==> config.mk <==
export PLATFORM = sky130hd
export DESIGN_NAME = sng_array
export DESIGN_NICKNAME = d
export VERILOG_FILES = /design/src/rtl/sng_array.sv
export SDC_FILE = /design/constraint.sdc
export NUM_CORES = 1
export LEC_CHECK = 0
export ABC_CLOCK_PERIOD_IN_PS = 4300
export BUFFER_PORTS_ARGS = -buffer_cell sky130_fd_sc_hd__buf_2
export CORE_ASPECT_RATIO = 0.8
export CORE_UTILIZATION = 55
export CTS_CLUSTER_SIZE = 24
export DETAILED_ROUTE_END_ITERATION = 8
export PLACE_DENSITY_LB_ADDON = 0.12
export SYNTH_ARGS = -nofsm -noshare
export SYNTH_HDL_FRONTEND = slang
export SYNTH_SLANG_ARGS = --single-unit
==> constraint.sdc <==
create_clock -name clk -period 4.3 [get_ports clk]
set_input_delay 0 -clock clk [delete_from_list [all_inputs] [get_ports clk]]
set_output_delay 0 -clock clk [all_outputs]
set_load 0.02 [all_outputs]
==> src/rtl/sng_array.sv <==
// sng_array: multi-channel stochastic number generator.
// Loads NUM_CH binary values per valid/ready handshake and emits NUM_CH parallel
// unipolar bitstreams of STREAM_LEN bits, framed by out_valid/out_last. Every
// channel owns a private Fibonacci LFSR with a distinct seed.
// Optional build macro SNG_ARRAY_BIPOLAR_EN: inputs are two's complement and are
// converted to offset binary when latched (MSB inverted).
module sng_array #(
  parameter int PRECISION  = 8,
  parameter int NUM_CH     = 4,
  parameter int STREAM_LEN = 255,
  parameter int SEED_BASE  = 1
) (
  input  logic                          clk,
  input  logic                          rst,
  input  logic                          in_valid,
  output logic                          in_ready,
  input  logic [NUM_CH*PRECISION-1:0]   in_data,
  output logic [NUM_CH-1:0]             out_bits,
  output logic                          out_valid,
  output logic                          out_last,
  output logic                          busy
);

  localparam int CW = $clog2(STREAM_LEN + 1);

  typedef enum logic {IDLE, RUN} state_t;

  // Maximal-length feedback taps (XAPP052), as a bit mask over the LFSR.
  function automatic logic [PRECISION-1:0] tap_mask();
    logic [15:0] m;
    case (PRECISION)
      4:       m = 16'h000C;
      5:       m = 16'h0014;
      6:       m = 16'h0030;
      7:       m = 16'h0060;
      8:       m = 16'h00B8;
      9:       m = 16'h0110;
      10:      m = 16'h0240;
      11:      m = 16'h0500;
      12:      m = 16'h0829;
      13:      m = 16'h100D;
      14:      m = 16'h2015;
      15:      m = 16'h6000;
      16:      m = 16'hD008;
      default: m = 16'h00B8;
    endcase
    return m[PRECISION-1:0];
  endfunction

  localparam logic [PRECISION-1:0] TAPS = tap_mask();

`ifdef SNG_ARRAY_BIPOLAR_EN
  localparam logic [PRECISION-1:0] VAL_FLIP = {1'b1, {(PRECISION-1){1'b0}}};
`else
  localparam logic [PRECISION-1:0] VAL_FLIP = '0;
`endif

  // Channel seed: SEED_BASE+k truncated to PRECISION bits; zero would lock the LFSR.
  function automatic logic [PRECISION-1:0] seed_of(input int unsigned k);
    int                   t;
    logic [PRECISION-1:0] s;
    t = SEED_BASE + int'(k);
    s = t[PRECISION-1:0];
    if (s == '0) s = {{(PRECISION-1){1'b0}}, 1'b1};
    return s;
  endfunction

  function automatic logic [PRECISION-1:0] lfsr_step(input logic [PRECISION-1:0] x);
    return {x[PRECISION-2:0], ^(x & TAPS)};
  endfunction

  state_t                             state, state_nxt;
  logic [CW-1:0]                      cnt;
  logic [NUM_CH-1:0][PRECISION-1:0]   lfsr;
  logic [NUM_CH-1:0][PRECISION-1:0]   val;
  logic [NUM_CH-1:0][PRECISION-1:0]   in_val;
  logic [NUM_CH-1:0]                  cmp;
  logic                               cnt_last;
  logic                               xfer;

  assign cnt_last = (cnt == CW'(STREAM_LEN - 1));
  assign xfer     = in_valid & in_ready;

  // State register.
  always_ff @(posedge clk) begin
    if (rst) state <= IDLE;
    else     state <= state_nxt;
  end

  // Next-state: a transfer always lands in RUN; a finished stream without one drops to IDLE.
  always_comb begin
    state_nxt = state;
    case (state)
      IDLE:    if (xfer) state_nxt = RUN;
      RUN:     if (cnt_last && !xfer) state_nxt = IDLE;
      default: state_nxt = IDLE;
    endcase
  end

  // Handshake and status outputs decoded from state and counter.
  always_comb begin
    in_ready = 1'b0;
    busy     = 1'b0;
    case (state)
      IDLE: in_ready = 1'b1;
      RUN: begin
        in_ready = cnt_last;
        busy     = 1'b1;
      end
      default: in_ready = 1'b0;
    endcase
  end

  // Per-channel input slicing with optional offset-binary conversion.
  always_comb begin
    in_val = '0;
    for (int unsigned k = 0; k < NUM_CH; k++)
      in_val[k] = in_data[k*PRECISION +: PRECISION] ^ VAL_FLIP;
  end

  // Stochastic comparison: bit is 1 when the LFSR sample does not exceed the value.
  always_comb begin
    cmp = '0;
    for (int unsigned k = 0; k < NUM_CH; k++)
      cmp[k] = (lfsr[k] <= val[k]);
  end

  // Datapath: value latch, LFSRs, stream counter and the registered output stage.
  always_ff @(posedge clk) begin
    if (rst) begin
      cnt       <= '0;
      val       <= '0;
      out_bits  <= '0;
      out_valid <= 1'b0;
      out_last  <= 1'b0;
      for (int unsigned k = 0; k < NUM_CH; k++)
        lfsr[k] <= seed_of(k);
    end else begin
      out_bits  <= (state == RUN) ? cmp : '0;
      out_valid <= (state == RUN);
      out_last  <= (state == RUN) && cnt_last;
      if (xfer) begin
        val <= in_val;
        cnt <= '0;
        for (int unsigned k = 0; k < NUM_CH; k++)
          lfsr[k] <= seed_of(k);
      end else if (state == RUN) begin
        // Hold the counter at zero once the stream ends so it never passes STREAM_LEN-1.
        cnt <= cnt_last ? '0 : cnt + 1'b1;
        for (int unsigned k = 0; k < NUM_CH; k++)
          lfsr[k] <= lfsr_step(lfsr[k]);
      end
    end
  end

endmodule

==> Implementation_results.wiki <==
{| class="wikitable"
! Metric !! Value
|-
| Outcome || finished clean
|-
| Post-route setup slack || 1680 ps
|-
| Proportion of layout cells with a drive suffix above 1 || 12.9%
|-
| I/O pin count || 43
|-
| Worst-path fanout max || 42
|-
| Clock Latency Late Sink || about 350 ps
|-
| Core area || 6510 um^2
|-
| Overall via count from detail_route || around 3000
|-
| DP Cell Count || 545
|-
| Detail Route Antenna Nets || 0
|-
| Synthesized instance count || 434
|-
| Max Root-Sink Buffers || 2
|-
| Fill cells || 542
|-
| Count leader, synth || sky130_fd_sc_hd__nand2_1
|-
| Worst clock skew || about 12 ps
|-
| Post-route setup TNS || 0 ps
|-
| Vias in the first global route || 2926
|-
| Design internal power || ~1.2 mW
|-
| Nets@finish || 574
|-
| Final estimated routing congestion in global placement || ~0.77
|-
| # resized after CTS || 0
|-
| Drt total wl || 7.50 mm
|-
| Critical Path End Type || flip-flop
|-
| Height of the chip || 75.9 um
|-
| Critical R2R Capture || lfsr[8]
|-
| Sequential element share of the synthesized area || 42.1%
|-
| Count of maximum capacitance violations || 0
|-
| # Post-CTS Setup Buffers || 0
|-
| Buffer type at the clock tree root || sky130_fd_sc_hd__clkbuf_8
|-
| Max-slew violation total from the final report || 0
|-
| Die width || about 94 um
|-
| Gr ovfl total || 0
|-
| Min-Delay Path Class || input pin to flip-flop
|-
| Antenna cell count || 0
|-
| Total GRT Usage || 23.7%
|-
| Post-DP HPWL || 4.87 mm
|-
| Input/output buffers || 42
|-
| Share of power burned in the clock network || 37.8%
|-
| Count of unique library cells instantiated by Yosys || 29
|-
| Hold Vio Cnt, Final || 0
|-
| R2r setup slk || 1680 ps
|-
| Row Count || 26
|-
| First-pass GRT wire length || between 10 and 15 mm
|-
| TritonCTS Buffers || 9
|-
| Wire length per cell || 12.6 um
|-
| P_sw || 0.396 mW
|-
| Static Leak || 1.94 nW
|-
| Area growth from synthesis to final layout || 20.1%
|-
| Share of synthesized flip-flops with an asynchronous set or reset || 0%
|-
| Die Area || approximately 7200 um^2
|-
| Cell repeated most along the worst path || sky130_fd_sc_hd__buf_4
|-
| Fraction of power spent switching nets || between 20% and 30%
|-
| Slew at the pin with the worst max-slew slack || 1020 ps
|-
| Layout Cells excl Fill || 594
|-
| Worst setup slack before clock tree synthesis || 1690 ps
|-
| Terminating pin of the worst hold path || cnt[1]
|-
| Largest delay share family, worst path || simple AND/OR/NAND/NOR gates
|-
| Peak supply drop || 0.224 mV
|-
| Top cells by instance count after synthesis || sky130_fd_sc_hd__nand2_1 (80), sky130_fd_sc_hd__dfxtp_1 (79), sky130_fd_sc_hd__a21oi_1 (49)
|-
| Dominant synthesized flop cell || sky130_fd_sc_hd__dfxtp_1
|-
| Pin count of the biggest net entering global routing || 43
|-
| Antenna violations before repair || 0
|-
| H-tree Lvls || 3
|-
| Largest cells by area after synthesis || sky130_fd_sc_hd__dfxtp_1 (42%), sky130_fd_sc_hd__ha_1 (11%), sky130_fd_sc_hd__nand2_1 (8.0%)
|-
| Post-CTS clock slew at the launch and capture registers of the worst setup and hold paths || 90 ps
|-
| RSZ-0062 raised after global routing || false
|-
| Part of the power in registers || 49.4%
|-
| Worst hold path depth || 2
|-
| Crit path largest cell delay || 630 ps
|-
| Kind of start point of the critical path || flip-flop
|-
| Register bit count reported by yosys || 79
|-
| Effective utilization at floorplan || 57.8%
|-
| Synth area leader || sky130_fd_sc_hd__dfxtp_1
|-
| Reg2Reg Launch Point || state
|-
| Count of hold-fix buffers inserted at cts || 33
|-
| Highest clock rate || around 380 MHz
|-
| Hold wc startpoint || rst
|-
| Total power per unit cell area || 349 nW/um^2
|-
| Post-synth top area share || 42.1%
|-
| Portion of the clock cycle consumed by the worst path in the final layout || about three fifths
|-
| Worst path arrival time || 2870 ps
|-
| Num Clock Sinks || 79
|-
| Yosys warning count || 0
|-
| Number of flops mapped to enable cells by yosys || 0
|-
| Net Count, Synth || between 500 and 600
|-
| CTS tree || done
|-
| Reg2reg path depth || 6
|-
| Final critical path time including I/O delays and setup || between 2000 and 3000 ps
|-
| Count of endpoints failing setup in the final report || 0
|-
| Tightest slew margin relative to the limit || 31.8%
|-
| Drt initial violations || 147
|-
| Worst path required time || 4560 ps
|-
| Crit Path Class || flip-flop to flip-flop
|-
| Pre-antenna DRT Iters || 4
|-
| Critical Path, Cell by Cell || buf_4 -> nor2b_1 -> a21oi_4 -> buf_4 -> nand2b_1 -> a211oi_2
|-
| Post-synthesis cell area || 3760 um^2
|-
| Cell type of the slowest stage on the worst timing path || sky130_fd_sc_hd__nand2b_1
|-
| DR DRC count || 0
|-
| Post-detailed-route via-to-cell ratio || 5.05
|-
| Combinational fraction of design power || 12.8%
|-
| Syn avg cell area || 8.66 um^2
|-
| Buffers & Inverters on Critical Path || 2
|}
## final cells by class
cell class / instances / area, um^2 / share of cell area, %
Tap cell: 84 / 105 / 2.33
Inverter: 40 / 150 / 3.33
Clock inverter: 6 / 85.1 / 1.88
Clock buffer: 10 / 128 / 2.83
Sequential cell: 79 / 1580 / 35.1
Timing Repair Buffer: 77 / 556 / 12.3
Multi-Input combinational cell: 298 / 1910 / 42.3
## metal layers
layer  track usage, %  share of wire [%]  wire, um  vias up
li1                 -                  -         -     1587
met1             30.9                 49      3710     1346
met2             37.9                 46      3440       54
met3             6.02                3.0       226       12
met4             7.85                1.7       126        0
met5                0                  0         0        -
## flip-flops by register name, indices dropped and copies added (netlist names)
name and cells:
lfsr 32, state 1, out_valid 1, out_bits 4, val 32, cnt 8, out_last 1
## power groups by stage
| stage | registers, mW | clock network, mW | logic (mW) |
|---|---|---|---|
| 2_1_floorplan | 0.795 | 0 | 0.132 |
| 3_3_place_gp | 0.793 | 0 | 0.171 |
| 3_5_place_dp | 0.794 | 0 | 0.178 |
| 4_1_cts | 0.777 | 0.609 | 0.203 |
| 5_1_grt | 0.782 | 0.644 | 0.230 |
| 6_report | 0.777 | 0.594 | 0.202 |
## kinds of logic after synthesis
| kind of cell | synth area share (%) |
|---|---|
| compound gates | 11.9 |
| buf+inv | 7.13 |
| fa+ha+maj | 11.3 |
| mux | 7.46 |
| flops | 42.1 |
| xor+xnor | 4.20 |
| simple gates | 16.0 |
## how the worst max path moves through the flow
stage | from | to | cells past startpoint
floorplan | cnt[0] | lfsr[0] | 6
global placement | state | lfsr[8] | 6
detailed placement | state | lfsr[24] | 6
CTS | state | lfsr[24] | 6
global route | state | lfsr[24] | 6
finish | state | lfsr[8] | 6
## cells in the final DEF, fill, tap and decap left out, drive strengths merged
cell type and n:
nor2 44, clkinvlp 2, nand4 13, nand2b 2
a21o 1, a21oi 50, ha 34, mux2i 28
a211oi 2, bufinv 2, dfxtp 79, a32oi 1
clkinv 2, xnor2 10, dlygate4sd3 33, o21ai 9
o211ai 2, or4 1, o21a 4, nor2b 1
inv 40, and3 1, nand2 80, o31ai 1
buf 44, xor2 8, and4 2, clkbuf 10
o311a 4
## stage by stage
step / power [mW] / hold slack, ps / utilization (%) / instance area, um^2
finish: 1.57 / 197 / 69.4 / 4510
global route: 1.66 / 209 / 69.4 / 4510
CTS: 1.59 / 178 / 69.4 / 4510
detailed placement: 0.973 / 244 / 61.0 / 3970
global placement: 0.965 / 240 / 61.0 / 3970
floorplan: 0.928 / 136 / - / 3760
No activity file was read; power rests on OpenSTA's default activity.
